===== config.mk =====
export PLATFORM = sky130hd
export DESIGN_NAME = mul_share_arbiter
export DESIGN_NICKNAME = d
export VERILOG_FILES = /design/src/rtl/mul_arb_pkg.sv /design/src/rtl/mul_share_arbiter_rr_arbiter.sv /design/src/rtl/mul_share_arbiter.sv
export SDC_FILE = /design/constraint.sdc
export NUM_CORES = 1
export LEC_CHECK = 0
export BUFFER_PORTS_ARGS = -buffer_cell sky130_fd_sc_hd__buf_2
export CAP_MARGIN = 10
export CORE_MARGIN = 1.5
export CORE_UTILIZATION = 44
export CTS_BUF_LIST = sky130_fd_sc_hd__clkbuf_16
export DETAILED_ROUTE_END_ITERATION = 8
export PLACE_DENSITY = 0.79
export SYNTH_ARGS = -nofsm -noshare
export SYNTH_HDL_FRONTEND = slang
export SYNTH_SLANG_ARGS = --single-unit
export TNS_END_PERCENT = 100

===== constraint.sdc =====
create_clock -name clk -period 9.5 [get_ports clk]
set_input_delay 0 -clock clk [delete_from_list [all_inputs] [get_ports clk]]
set_output_delay 0 -clock clk [all_outputs]
set_load 0.02 [all_outputs]

===== src/rtl/mul_arb_pkg.sv =====
// Shared constants, ID-width helper and the tag carried alongside the multiplier pipeline.
package mul_arb_pkg;

    localparam int DEF_NREQ = 4;
    localparam int DEF_W    = 8;
    // Tag ID field is sized for the largest supported requester count (8).
    localparam int TAG_ID_W = 3;

    function automatic int id_width(input int n);
        int r;
        r = 0;
        for (int i = 0; i < 31; i++) begin
            if ((1 << i) < n) r = i + 1;
        end
        return r;
    endfunction

    typedef struct packed {
        logic                vld;
        logic [TAG_ID_W-1:0] id;
    } tag_t;

    localparam int TAG_W = $bits(tag_t);

endpackage


===== src/rtl/mul_share_arbiter_rr_arbiter.sv =====
// Combinational round-robin arbiter: search starts one past the last winner.
module rr_arbiter
    import mul_arb_pkg::*;
#(
    parameter int NREQ = DEF_NREQ
) (
    input  logic [NREQ-1:0]           req_i,
    input  logic [id_width(NREQ)-1:0] ptr_i,
    output logic [NREQ-1:0]           gnt_o,
    output logic [id_width(NREQ)-1:0] gnt_id_o,
    output logic                      gnt_vld_o
);

    localparam int IDW = id_width(NREQ);

    int idx;

    always_comb begin
        gnt_o     = '0;
        gnt_id_o  = '0;
        gnt_vld_o = 1'b0;
        idx       = 0;
        for (int off = 1; off <= NREQ; off++) begin
            idx = int'(ptr_i) + off;
            if (idx >= NREQ) idx = idx - NREQ;
            if (!gnt_vld_o && req_i[idx[IDW-1:0]]) begin
                gnt_vld_o            = 1'b1;
                gnt_o[idx[IDW-1:0]]  = 1'b1;
                gnt_id_o             = idx[IDW-1:0];
            end
        end
    end

endmodule


===== src/rtl/mul_share_arbiter.sv =====
// Shares one external pipelined multiplier among NREQ requesters with ID-tagged responses.
// Optional PERF_CNT_EN adds per-requester saturating grant counters (perf_sel/perf_cnt).
module mul_share_arbiter
    import mul_arb_pkg::*;
#(
    parameter int NREQ    = DEF_NREQ,
    parameter int W       = DEF_W,
    parameter int MUL_LAT = 2
) (
    input  logic                         clk,
    input  logic                         reset,
    input  logic [NREQ-1:0]              req_valid,
    output logic [NREQ-1:0]              req_ready,
    input  logic [NREQ*W-1:0]            req_a,
    input  logic [NREQ*W-1:0]            req_b,
    output logic [W-1:0]                 mul_a,
    output logic [W-1:0]                 mul_b,
    input  logic [2*W-1:0]               mul_p,
    output logic                         rsp_valid,
    output logic [id_width(NREQ)-1:0]    rsp_id,
    output logic [2*W-1:0]               rsp_p,
    output logic [id_width(MUL_LAT+2)-1:0] in_flight
`ifdef PERF_CNT_EN
    ,
    input  logic [id_width(NREQ)-1:0]    perf_sel,
    output logic [15:0]                  perf_cnt
`endif
);

    localparam int IDW = id_width(NREQ);
    localparam int IFW = id_width(MUL_LAT + 2);

    logic [IDW-1:0] ptr_q, ptr_d;
    logic [W-1:0]   opa_q, opa_d, opb_q, opb_d;
    logic [IFW-1:0] inflight_q, inflight_d;
    tag_t [MUL_LAT:0] tag_q;
    tag_t           tag0_d;

    logic [NREQ-1:0] gnt;
    logic [IDW-1:0]  gnt_id;
    logic            gnt_vld;

    rr_arbiter #(.NREQ(NREQ)) u_rr (
        .req_i     (req_valid),
        .ptr_i     (ptr_q),
        .gnt_o     (gnt),
        .gnt_id_o  (gnt_id),
        .gnt_vld_o (gnt_vld)
    );

    assign req_ready = gnt;

    always_comb begin
        ptr_d  = ptr_q;
        opa_d  = opa_q;
        opb_d  = opb_q;
        tag0_d = '{vld: gnt_vld, id: TAG_ID_W'(gnt_id)};
        if (gnt_vld) begin
            ptr_d = gnt_id;
            opa_d = req_a[gnt_id*W +: W];
            opb_d = req_b[gnt_id*W +: W];
        end
    end

    // Accept and retire in the same cycle cancel out.
    always_comb begin
        inflight_d = inflight_q;
        case ({gnt_vld, rsp_valid})
            2'b10:   inflight_d = inflight_q + IFW'(1);
            2'b01:   inflight_d = inflight_q - IFW'(1);
            default: inflight_d = inflight_q;
        endcase
    end

    always_ff @(posedge clk or negedge reset) begin
        if (!reset) begin
            ptr_q      <= IDW'(NREQ - 1);
            opa_q      <= '0;
            opb_q      <= '0;
            inflight_q <= '0;
            tag_q      <= '0;
        end else begin
            ptr_q      <= ptr_d;
            opa_q      <= opa_d;
            opb_q      <= opb_d;
            inflight_q <= inflight_d;
            tag_q[0]   <= tag0_d;
            for (int s = 1; s <= MUL_LAT; s++) tag_q[s] <= tag_q[s-1];
        end
    end

    assign mul_a     = opa_q;
    assign mul_b     = opb_q;
    // Last tag stage lines up with the product leaving the multiplier.
    assign rsp_valid = tag_q[MUL_LAT].vld;
    assign rsp_id    = tag_q[MUL_LAT].id[IDW-1:0];
    assign rsp_p     = mul_p;
    assign in_flight = inflight_q;

`ifdef PERF_CNT_EN
    logic [NREQ-1:0][15:0] perf_q;

    always_ff @(posedge clk or negedge reset) begin
        if (!reset) begin
            perf_q <= '0;
        end else if (gnt_vld && perf_q[gnt_id] != 16'hFFFF) begin
            perf_q[gnt_id] <= perf_q[gnt_id] + 16'd1;
        end
    end

    always_comb begin
        perf_cnt = '0;
        if (int'(perf_sel) < NREQ) perf_cnt = perf_q[perf_sel];
    end
`endif

endmodule

==> results of run 1 <==
## stage by stage
stage          instance area, um^2  hold WS [ns]  instances  utilization  power, mW
5_1_grt                       3400     0.0000350        452        0.533       1.62
4_1_cts                       3400      0.000137        452        0.533       1.48
2_1_floorplan                 2930        -0.296        317            -       1.13
3_3_place_gp                  3250      0.000137        443        0.509       1.29
6_report                      3400    0.00000778        452        0.533       1.49
3_5_place_dp                  3250      0.000137        443        0.509       1.33
## critical path, cell delays in order (launching register included)
cell and delay (ns):
dfstp_4 1.28, inv_1 0.31, ha_1 0.55, mux4_2 0.80
or2_1 0.36, o21bai_1 0.21, a22oi_4 0.46, inv_2 0.29
a311oi_1 0.32, a21o_1 0.16
## routing by layer
metal / part of all wire / wire (um)
met2: 0.50 / 3930
met5: 0 / 0
met3: 0.069 / 546
met4: 0.014 / 114
met1: 0.42 / 3330
## power by group
part | internal, mW | switching, mW
Clock | 0.0957 | 0.0542
Sequential | 0.205 | 0.112
Combinational | 0.434 | 0.588
## sequential cells by signal (all words and copies together) (netlist names)
register,flops
mul_b,8
mul_a,8
rsp_valid,1
rsp_id,2
in_flight,2
tag_q,6
ptr_q,2
## synthesized netlist by cell type, types with 3 or more instances
cell type   n  area, um^2
dfrtp_1    27         676
buf_1       3        11.3
ha_1        9         113
a21o_1     16         120
nor2b_1    19         119
a311oi_2    9         135
buf_2       6        30.0
mux4_2      4        90.1
nor2_1      4        15.0
a2111oi_0  16         140
a22oi_1     8        60.1
clkbuf_1   16        60.1
mux2i_1    36         360
o211ai_1    3        22.5
nand2_1    18        67.6
nand3_1    16        80.1
buf_4      21         158
mux2_2     16         180
o21ai_0    36         180
a311oi_1    7        61.3
## final cells by class
cell class	count	area share
flip-flops and latches	29	0.215
well taps	77	0.0283
inverters	4	0.00442
clock buffers	5	0.0368
clock inverters	3	0.00515
multi-input cells	237	0.564
repair buffers	97	0.146
## kinds of logic after synthesis
family / after synthesis / share of synthesized area
AO/OA/AOI/OAI: 105 / 0.278
AND/OR/NAND/NOR: 64 / 0.114
multiplexers: 56 / 0.215
buffers and inverters: 51 / 0.0973
flip-flops: 29 / 0.248
adder cells (fa/ha/maj): 9 / 0.0384
XOR/XNOR: 3 / 0.00896
## final timing paths
path,startpoint,to,slack (ns),cells past startpoint
max,ptr_q[0]$_DFFE_PN1P_,mul_b[3]$_DFFE_PN0P_,4.68,9
min,mul_p[8],rsp_p[8],0.000008,0
max reg2reg,ptr_q[0]$_DFFE_PN1P_,mul_b[3]$_DFFE_PN0P_,4.68,9
min reg2reg,tag_q[7]$_DFF_PN0_,rsp_valid$_DFF_PN0_,0.34,0
max in group asynchronous,reset,mul_a[3]$_DFFE_PN0P_,8.77,2
min in group asynchronous,reset,mul_b[1]$_DFFE_PN0P_,0.30,2
==> run summary, run 1 <==
### Finish
- number of filler instances in the final layout: 592
- area added between synthesis and finish: 16.0%
- proportion of layout cells with a drive suffix above 1: 0.379
- NumNets Final: 469
- most frequent cells in the layout: buf_2, o21ai_0, mux2i_1
- Antenna diodes: 0
- most common cell after layout, fill and taps aside: buf_2
- area of the multi-input gates: 1920 um^2
- combined flip-flop and latch cell area: 732 um^2

### Timing
- final worst setup slack: 4.68 ns
- Pins Over Slew Limit: 0
- Worst Clk Skew: 0.00505 ns
- highest achievable clock rate: 208 MHz
- period utilisation layout: 0.507
- setup repair after global routing missed its margin: false
- Final Critical Period: 4.82 ns
- remaining max-slew budget at the tightest pin: 0.310
- final setup fails: 0
- Final Hold Violating Endpoints: 0
- slew at the pin closest to its max-slew limit: 1.03 ns
- final-layout setup total negative slack: 0 ns

### Clock network
- root buf cell: clkbuf_16
- hold buffer count at cts: 1
- Post CTS Setup Buffer Count: 0
- count of H-tree levels built during CTS: 2
- number of clock buffers inserted by TritonCTS: 5
- Clock Latency Late Sink: 0.28 ns
- clock transition at the registers of the reported paths: 0.05 ns
- clock sink total: 29
- number of gates resized after CTS: 0
- clock tree from TritonCTS: done
- maximum clock path buffer count: 2

### Power and ir drop
- VDD IR max: 215 uV
- Static Leakage: 1.55 nW
- total power per unit cell area: 438 nW/um^2

### Flow run
- MaxCap Viol Count: 0

### GRT
- largest net degree at the start of global routing: 97
- global routing usage on met3: 0.0354
- number of antenna violations at the first check in global routing: 0
- via count of the first global-routing pass: 2719
- overflow left after global routing: 0
- M2 GR Usage: 0.373
- gr usage total: 0.229
- met1 Usage GRT: 0.311
- wire length of the first global-routing pass: 13.3 mm
- highest-utilization routing layer at the global route stage: met2

### Run status
- result of the run: complete, no violations

### Setup path
- type of element launching the critical path: flip-flop
- Setup Crit Path Kind: flip-flop to flip-flop
- CP endpoint kind: flip-flop
- highest fanout seen on the critical path: 96
- required time at the endpoint of the critical path: 9.71 ns
- data arrival time of the worst path: 5.03 ns

### Logic synthesis
- number of flops mapped to enable cells by yosys: 0
- sequential element share of the synthesized area: 0.248
- post-synth design cell area: 2930 um^2
- Post-Synthesis Net Count: 412
- Mapped Cells: 317
- number of warning messages in the yosys log: 0
- post-synthesis area per instance: 9.25 um^2
- prevailing post-synth register cell: dfrtp_1
- Distinct cells, synth: 40
- post-synthesis sequential element count: 29
- ys async rst share: 1.00

### Die
- Die X: 84.6 um
- row count: 29
- top-level port count: 127
- Die Outline Area: 7160 um^2
- Initial Utilization: 0.459
- Die Height: 84.6 um
- core area: 6390 um^2

### Detailed routing
- via total after detailed routing: 2715
- total wirelength of the detailed-routed design: 7.93 mm
- detail-routed via count per cell: 6.01
- DRC violations left: 0
- Final ANT Viol Nets: 0
- count of routing violations after the opening detailed-route iteration: 261
- Pre-antenna DRT Iters: 4
- routed wirelength normalized by instance count: 17.5 um

### Placement
- Placement Setup Slack: 4.76 ns
- Final Wtd Congestion: 0.910
- DPL Wire Length: 5.71 mm
- # port buffers: 94

### Worst hold path
- type of the most critical hold path: input pin to primary output

Note: power is estimated with default switching activity, not from simulation.
==> inputs of run 2 (changes only) <==
--- a/config.mk
+++ b/config.mk
@@ -5,13 +5,14 @@
 export SDC_FILE = /design/constraint.sdc
 export NUM_CORES = 1
 export LEC_CHECK = 0
+export ABC_AREA = 1
 export BUFFER_PORTS_ARGS = -buffer_cell sky130_fd_sc_hd__buf_2
 export CAP_MARGIN = 10
 export CORE_MARGIN = 1.5
 export CORE_UTILIZATION = 44
 export CTS_BUF_LIST = sky130_fd_sc_hd__clkbuf_16
 export DETAILED_ROUTE_END_ITERATION = 8
-export PLACE_DENSITY = 0.79
+export PLACE_DENSITY = 0.82
 export SYNTH_ARGS = -nofsm -noshare
 export SYNTH_HDL_FRONTEND = slang
 export SYNTH_SLANG_ARGS = --single-unit
==> constraint.sdc (replaced) <==
create_clock -name clk -period 4.84 [get_ports clk]
set_input_delay 0 -clock clk [delete_from_list [all_inputs] [get_ports clk]]
set_output_delay 0 -clock clk [all_outputs]
set_load 0.02 [all_outputs]
==> run 2 against run 1 <==
Critical path depth increased by 3. Clock skew shrank 0.00092 ns. Power rose by 93%. Sequential power up 54%. Routed wire length decreased by 18%. Clock power rose by 96%. Worst hold slack hardly changed. Global-route usage shrank 0.48 points. Final cell count rose by 14%. Sequential share of layout area up 3.2 points. Critical path type unchanged. Critical endpoint is now in_flight[1]$_DFFE_PN0P_. Largest power group unchanged. Highest routed layer unchanged.
==> run summary, run 2 <==
### Placement
- # port buffers: 94
- Final Wtd Congestion: 0.847
- instance count after placement with tap cells included: 506
- DPL Wire Length: 4.80 mm

### Logic synthesis
- most numerous cell in the Yosys netlist: nand2_1
- fraction of post-synthesis cell area in the top cell type by area: 0.276
- number of warning messages in the yosys log: 0
- Distinct cells, synth: 24
- post-synthesis sequential element count: 29
- number of flops mapped to enable cells by yosys: 0
- Post-Synthesis Net Count: 469
- ys async rst share: 1.00
- most frequent cells after synthesis: nand2_1, inv_1, nand3_1
- biggest area contributors in the synthesized netlist: dfrtp_1, nand2_1, inv_1
- prevailing post-synth register cell: dfrtp_1
- post-synth design cell area: 2450 um^2
- cell type with the largest total area after synthesis: dfrtp_1
- post-synthesis area per instance: 6.54 um^2
- Mapped Cells: 374
- sequential element share of the synthesized area: 0.298

### Worst hold path
- type of the most critical hold path: input pin to primary output

### Detailed routing
- count of routing violations after the opening detailed-route iteration: 165
- Pre-antenna DRT Iters: 5
- routed wirelength normalized by instance count: 12.5 um
- total wirelength of the detailed-routed design: 6.46 mm
- Final ANT Viol Nets: 0
- DRC violations left: 0
- via total after detailed routing: 2492
- detail-routed via count per cell: 4.84

### Setup path
- Worst Reg-to-Reg Cells: 12
- r2r startpoint: ptr_q[1]$_DFFE_PN1P_
- CP endpoint kind: flip-flop
- required time at the endpoint of the critical path: 4.99 ns
- data arrival time of the worst path: 3.65 ns
- maximum single-stage delay on the critical path: 0.62 ns
- R2R Setup Slk: 1.34 ns
- highest fanout seen on the critical path: 24
- Setup Crit Path Kind: flip-flop to flip-flop
- critical path, cell by cell: inv_1 -> ha_1 -> inv_1 -> nand3_2 -> nand2_4 -> nor2_4 -> nand3_2 -> clkinv_1 -> ha_1 -> a21oi_1 -> o21ai_0 -> xnor2_1
- launching instance or port of the critical path: ptr_q[1]$_DFFE_PN1P_
- crit path max-delay cell type: dfstp_2
- endpoint of the worst setup timing path: in_flight[1]$_DFFE_PN0P_
- capture instance of the worst register-to-register path: in_flight[1]$_DFFE_PN0P_
- type of element launching the critical path: flip-flop

### Power and ir drop
- portion of total power attributed to combinational logic: 0.727
- Flop pwr share: 0.170
- Static Leakage: 1.83 nW
- total internal power: 1.26 mW
- total power per unit cell area: 974 nW/um^2
- net switching power: 1.61 mW
- VDD IR max: 402 uV
- total power of the final layout: 2.87 mW
- clock share of power: 0.103
- Switching Share: 0.560

### GRT
- largest net degree at the start of global routing: 35
- via count of the first global-routing pass: 2399
- wire length of the first global-routing pass: 10.9 mm
- number of antenna violations at the first check in global routing: 0
- gr usage total: 0.224
- overflow left after global routing: 0

### Run status
- result of the run: complete, no violations

### Die
- core area: 5240 um^2
- top-level port count: 127
- Die Height: 77.6 um
- Die Outline Area: 6020 um^2
- Initial Utilization: 0.467
- Die X: 77.6 um
- row count: 26

### Clock network
- hold buffer count at cts: 1
- Post CTS Setup Buffer Count: 0
- clock transition at the registers of the reported paths: 0.05 ns
- clock sink total: 29
- root buf cell: clkbuf_16
- number of gates resized after CTS: 0
- clock tree from TritonCTS: done
- maximum clock path buffer count: 2
- count of H-tree levels built during CTS: 2
- number of clock buffers inserted by TritonCTS: 5
- Clock Latency Late Sink: 0.27 ns

### Finish
- combined flip-flop and latch cell area: 728 um^2
- area added between synthesis and finish: 20.5%
- most frequent cells in the layout: nand2_1, buf_2, inv_1
- final non-filler cell total: 515
- proportion of layout cells with a drive suffix above 1: 0.274
- post-layout utilization of the core: 0.563
- Antenna diodes: 0
- area of the multi-input gates: 1180 um^2
- number of filler instances in the final layout: 509
- most common cell after layout, fill and taps aside: nand2_1
- NumNets Final: 539

### Timing
- Final Critical Period: 3.50 ns
- final-layout setup total negative slack: 0 ns
- highest achievable clock rate: 286 MHz
- Pins Over Slew Limit: 0
- Worst Clk Skew: 0.00413 ns
- final hold slack: 0.00000881 ns
- slew at the pin closest to its max-slew limit: 0.671 ns
- remaining max-slew budget at the tightest pin: 0.552
- period utilisation layout: 0.723
- Final Hold Violating Endpoints: 0
- final setup fails: 0
- setup repair after global routing missed its margin: false

### Flow run
- MaxCap Viol Count: 0

==> run 2: logic make-up (layout without fill, tap and decap cells) <==
family                     Yosys count  count (layout)  synth area share
AOI/OAI and AO/OA                   14              14            0.0389
xor gates and xnor gates             2               2           0.00716
adders and majority gates            9               9            0.0460
buffers and inverters              116             187             0.219
DFF                                 29              29             0.298
and+or+nand+nor                    204             204             0.391
==> run 2: critical path: cells and delay by family (launching register included) <==
family / cells / cell delay, ns
buffers and inverters: 3 / 0.87
DFF: 1 / 0.62
AOI/OAI and AO/OA: 2 / 0.22
xor gates and xnor gates: 1 / 0.13
adders and majority gates: 2 / 0.87
and+or+nand+nor: 4 / 0.65
==> run 2: area by class of cell <==
type                            instances  share of cell area
Sequential cell                        29               0.247
Timing Repair Buffer                   98               0.171
Clock inverter                          3             0.00594
Clock buffer                            5              0.0425
Multi-Input combinational cell        229               0.401
Tap cell                               70              0.0297
Inverter                               81               0.103
==> run 2: per-stage QoR <==
| stage | setup slack [ns] | instance area (um^2) |
|---|---|---|
| 2_1_floorplan | 2.14 | 2450 |
| 3_3_place_gp | 1.45 | 2790 |
| 3_5_place_dp | 1.38 | 2790 |
| 4_1_cts | 1.37 | 2950 |
| 5_1_grt | 1.07 | 2950 |
| 6_report | 1.34 | 2950 |
==> run 2: worst min-delay path by stage <==
stage | startpoint | endpoint | slack, ns | cells past startpoint
6_report | mul_p[4] | rsp_p[4] | 0.000009 | 0
5_1_grt | mul_p[11] | rsp_p[11] | 0.00003 | 0
4_1_cts | mul_p[13] | rsp_p[13] | 0.0001 | 0
3_5_place_dp | mul_p[13] | rsp_p[13] | 0.0001 | 0
3_3_place_gp | mul_p[13] | rsp_p[13] | 0.0001 | 0
2_1_floorplan | reset | in_flight[0]$_DFFE_PN0P_ | -0.30 | 0
==> run 2: per-layer routing <==
metal / vias to the layer above / GRT usage / wire (um)
met4: 0 / 0.0600 / 60
met2: 82 / 0.388 / 3210
li1: 1291 / - / -
met5: - / 0 / 0
met1: 1107 / 0.283 / 2780
met3: 12 / 0.0447 / 419
==> run 2: power by group through the flow <==
stage          registers [mW]  clock network [mW]  logic [mW]
2_1_floorplan           0.575                   0        1.60
3_3_place_gp            0.485                   0        2.02
3_5_place_dp            0.491                   0        2.08
4_1_cts                 0.488               0.297        2.09
5_1_grt                 0.509               0.313        2.36
6_report                0.488               0.294        2.09
==> inputs of run 3 (changes only) <==
==> constraint.sdc (replaced) <==
create_clock -name clk -period 3.3 [get_ports clk]
set_input_delay 0 -clock clk [delete_from_list [all_inputs] [get_ports clk]]
set_output_delay 0 -clock clk [all_outputs]
set_load 0.02 [all_outputs]
==> run 3 against run 2 <==
Setup slack worse by 0.96 ns. Power increased by 47%. Count of clock-buffer cells in the layout unchanged. Routed wire length is 2.4% higher. Clock power increased by 48%. Non-clock buffer count increased by 1. Sequential cell count did not move. Die area is the same. Critical endpoint unchanged. First-iteration DRC count up 28%.
==> run summary, run 3 (synthesis gave the netlist of run 2 again) <==
### Clock network
- count of H-tree levels built during CTS: 2
- root buf cell: clkbuf_16
- clock transition at the registers of the reported paths: 0.05 ns
- number of clock buffers inserted by TritonCTS: 5
- maximum clock path buffer count: 2
- clock tree from TritonCTS: done
- clock sink total: 29
- Clock Latency Late Sink: 0.27 ns

### Timing
- highest achievable clock rate: 342 MHz
- remaining max-slew budget at the tightest pin: 0.569
- final setup fails: 0
- final hold slack: 0.00000562 ns
- setup repair after global routing missed its margin: false
- Final Critical Period: 2.92 ns
- period utilisation layout: 0.886
- Pins Over Slew Limit: 0
- Worst Clk Skew: 0.00373 ns
- final worst setup slack: 0.378 ns
- Final Hold Violating Endpoints: 0
- final-layout setup total negative slack: 0 ns
- slew at the pin closest to its max-slew limit: 0.647 ns

### Power and ir drop
- VDD IR max: 675 uV
- Switching Share: 0.560
- clock share of power: 0.103
- portion of total power attributed to combinational logic: 0.728
- total internal power: 1.86 mW
- Static Leakage: 1.84 nW
- net switching power: 2.36 mW
- total power per unit cell area: 1430 nW/um^2
- Flop pwr share: 0.169

### Setup path
- Setup Crit Path Kind: flip-flop to flip-flop
- R2R Setup Slk: 0.38 ns
- highest fanout seen on the critical path: 16
- launching instance or port of the critical path: ptr_q[1]$_DFFE_PN1P_
- endpoint of the worst setup timing path: in_flight[1]$_DFFE_PN0P_
- required time at the endpoint of the critical path: 3.45 ns
- CP endpoint kind: flip-flop
- capture instance of the worst register-to-register path: in_flight[1]$_DFFE_PN0P_
- data arrival time of the worst path: 3.07 ns
- type of element launching the critical path: flip-flop
- r2r startpoint: ptr_q[1]$_DFFE_PN1P_
- Worst Reg-to-Reg Cells: 12

### GRT
- number of antenna violations at the first check in global routing: 0
- gr usage total: 0.227
- via count of the first global-routing pass: 2524
- wire length of the first global-routing pass: 11.1 mm
- overflow left after global routing: 0
- largest net degree at the start of global routing: 39

### Placement
- # port buffers: 94
- DPL Wire Length: 4.94 mm
- area after detailed placement: 2800 um^2
- Placement Setup Slack: 0.284 ns
- Final Wtd Congestion: 0.924
- instance count after placement with tap cells included: 507

### Flow run
- MaxCap Viol Count: 0

### Finish
- final non-filler cell total: 516
- most frequent cells in the layout: nand2_1, buf_2, inv_1
- final design instance area without fill: 2960 um^2
- proportion of layout cells with a drive suffix above 1: 0.276
- most common cell after layout, fill and taps aside: nand2_1
- Antenna diodes: 0
- NumNets Final: 540
- area added between synthesis and finish: 21.1%

### Die
- top-level port count: 127
- Die Outline Area: 6020 um^2
- Die X: 77.6 um
- core area: 5240 um^2
- Die Height: 77.6 um
- row count: 26
- Initial Utilization: 0.467

### Detailed routing
- via total after detailed routing: 2645
- DRC violations left: 0
- routed wirelength normalized by instance count: 12.8 um
- total wirelength of the detailed-routed design: 6.62 mm
- count of routing violations after the opening detailed-route iteration: 212
- Final ANT Viol Nets: 0
- Pre-antenna DRT Iters: 5
- detail-routed via count per cell: 5.13

### Worst hold path
- type of the most critical hold path: input pin to primary output
- Worst Min Path Start: mul_p[14]

### Run status
- result of the run: complete, no violations

-- run 3: changes by cell type in the layout (fill, tap and decap cells not counted) --
| cell | change |
|---|---|
| buf_4 | +1 |
| nand3_2 | -1 |
| nand3_4 | +1 |
-- run 3: power by group through the flow --
stage	clock [mW]	sequential [mW]	combinational, mW
finish	0.435	0.716	3.07
global route	0.456	0.739	3.51
CTS	0.437	0.715	3.04
detailed placement	0	0.718	3.02
global placement	0	0.711	2.93
floorplan	0	0.843	2.35
-- run 3: worst min-delay path by stage --
stage | end | cells after the start
floorplan | in_flight[0]$_DFFE_PN0P_ | 0
global placement | rsp_p[13] | 0
detailed placement | rsp_p[13] | 0
CTS | rsp_p[13] | 0
global route | rsp_p[11] | 0
finish | rsp_p[14] | 0
-- run 3: worst max-delay path, cell delays in order, from the launching register on --
cell	delay, ns
dfstp_2	0.62
inv_1	0.17
ha_1	0.38
inv_1	0.11
nand3_2	0.11
nand2_4	0.09
nor2_4	0.16
nand3_2	0.31
clkinv_1	0.16
ha_1	0.26
a21oi_1	0.15
o21ai_0	0.14
xnor2_1	0.14
-- run 3: timing repair --
action                                  4_1_cts  5_1_grt
setup buffers                                 0        0
gates resized for setup                       0        1
hold buffers                                  1        0
hold endpoints to repair                     27        0
endpoints found under the setup margin        0       15
-- run 3: cell type report --
class	instances	area, um^2
Tap cell	70	87.6
Sequential cell	29	728
Fill cell	507	2280
Timing Repair Buffer	99	510
Clock buffer	5	125
Inverter	81	304
Multi-Input combinational cell	229	1190
Clock inverter	3	17.5
-- run 3: metrics by stage --
step	util	total power, mW
finish	0.565	4.22
global route	0.565	4.71
CTS	0.564	4.19
detailed placement	0.535	3.74
global placement	0.535	3.64
floorplan	-	3.19
-- run 3: routing by layer --
layer / routed length (um) / track usage / up-vias / share of wire
li1: - / - / 1290 / -
met1: 2790 / 0.293 / 1186 / 0.42
met2: 3140 / 0.378 / 147 / 0.47
met3: 548 / 0.0412 / 22 / 0.083
met4: 148 / 0.0800 / 0 / 0.022
met5: 0 / 0 / - / 0
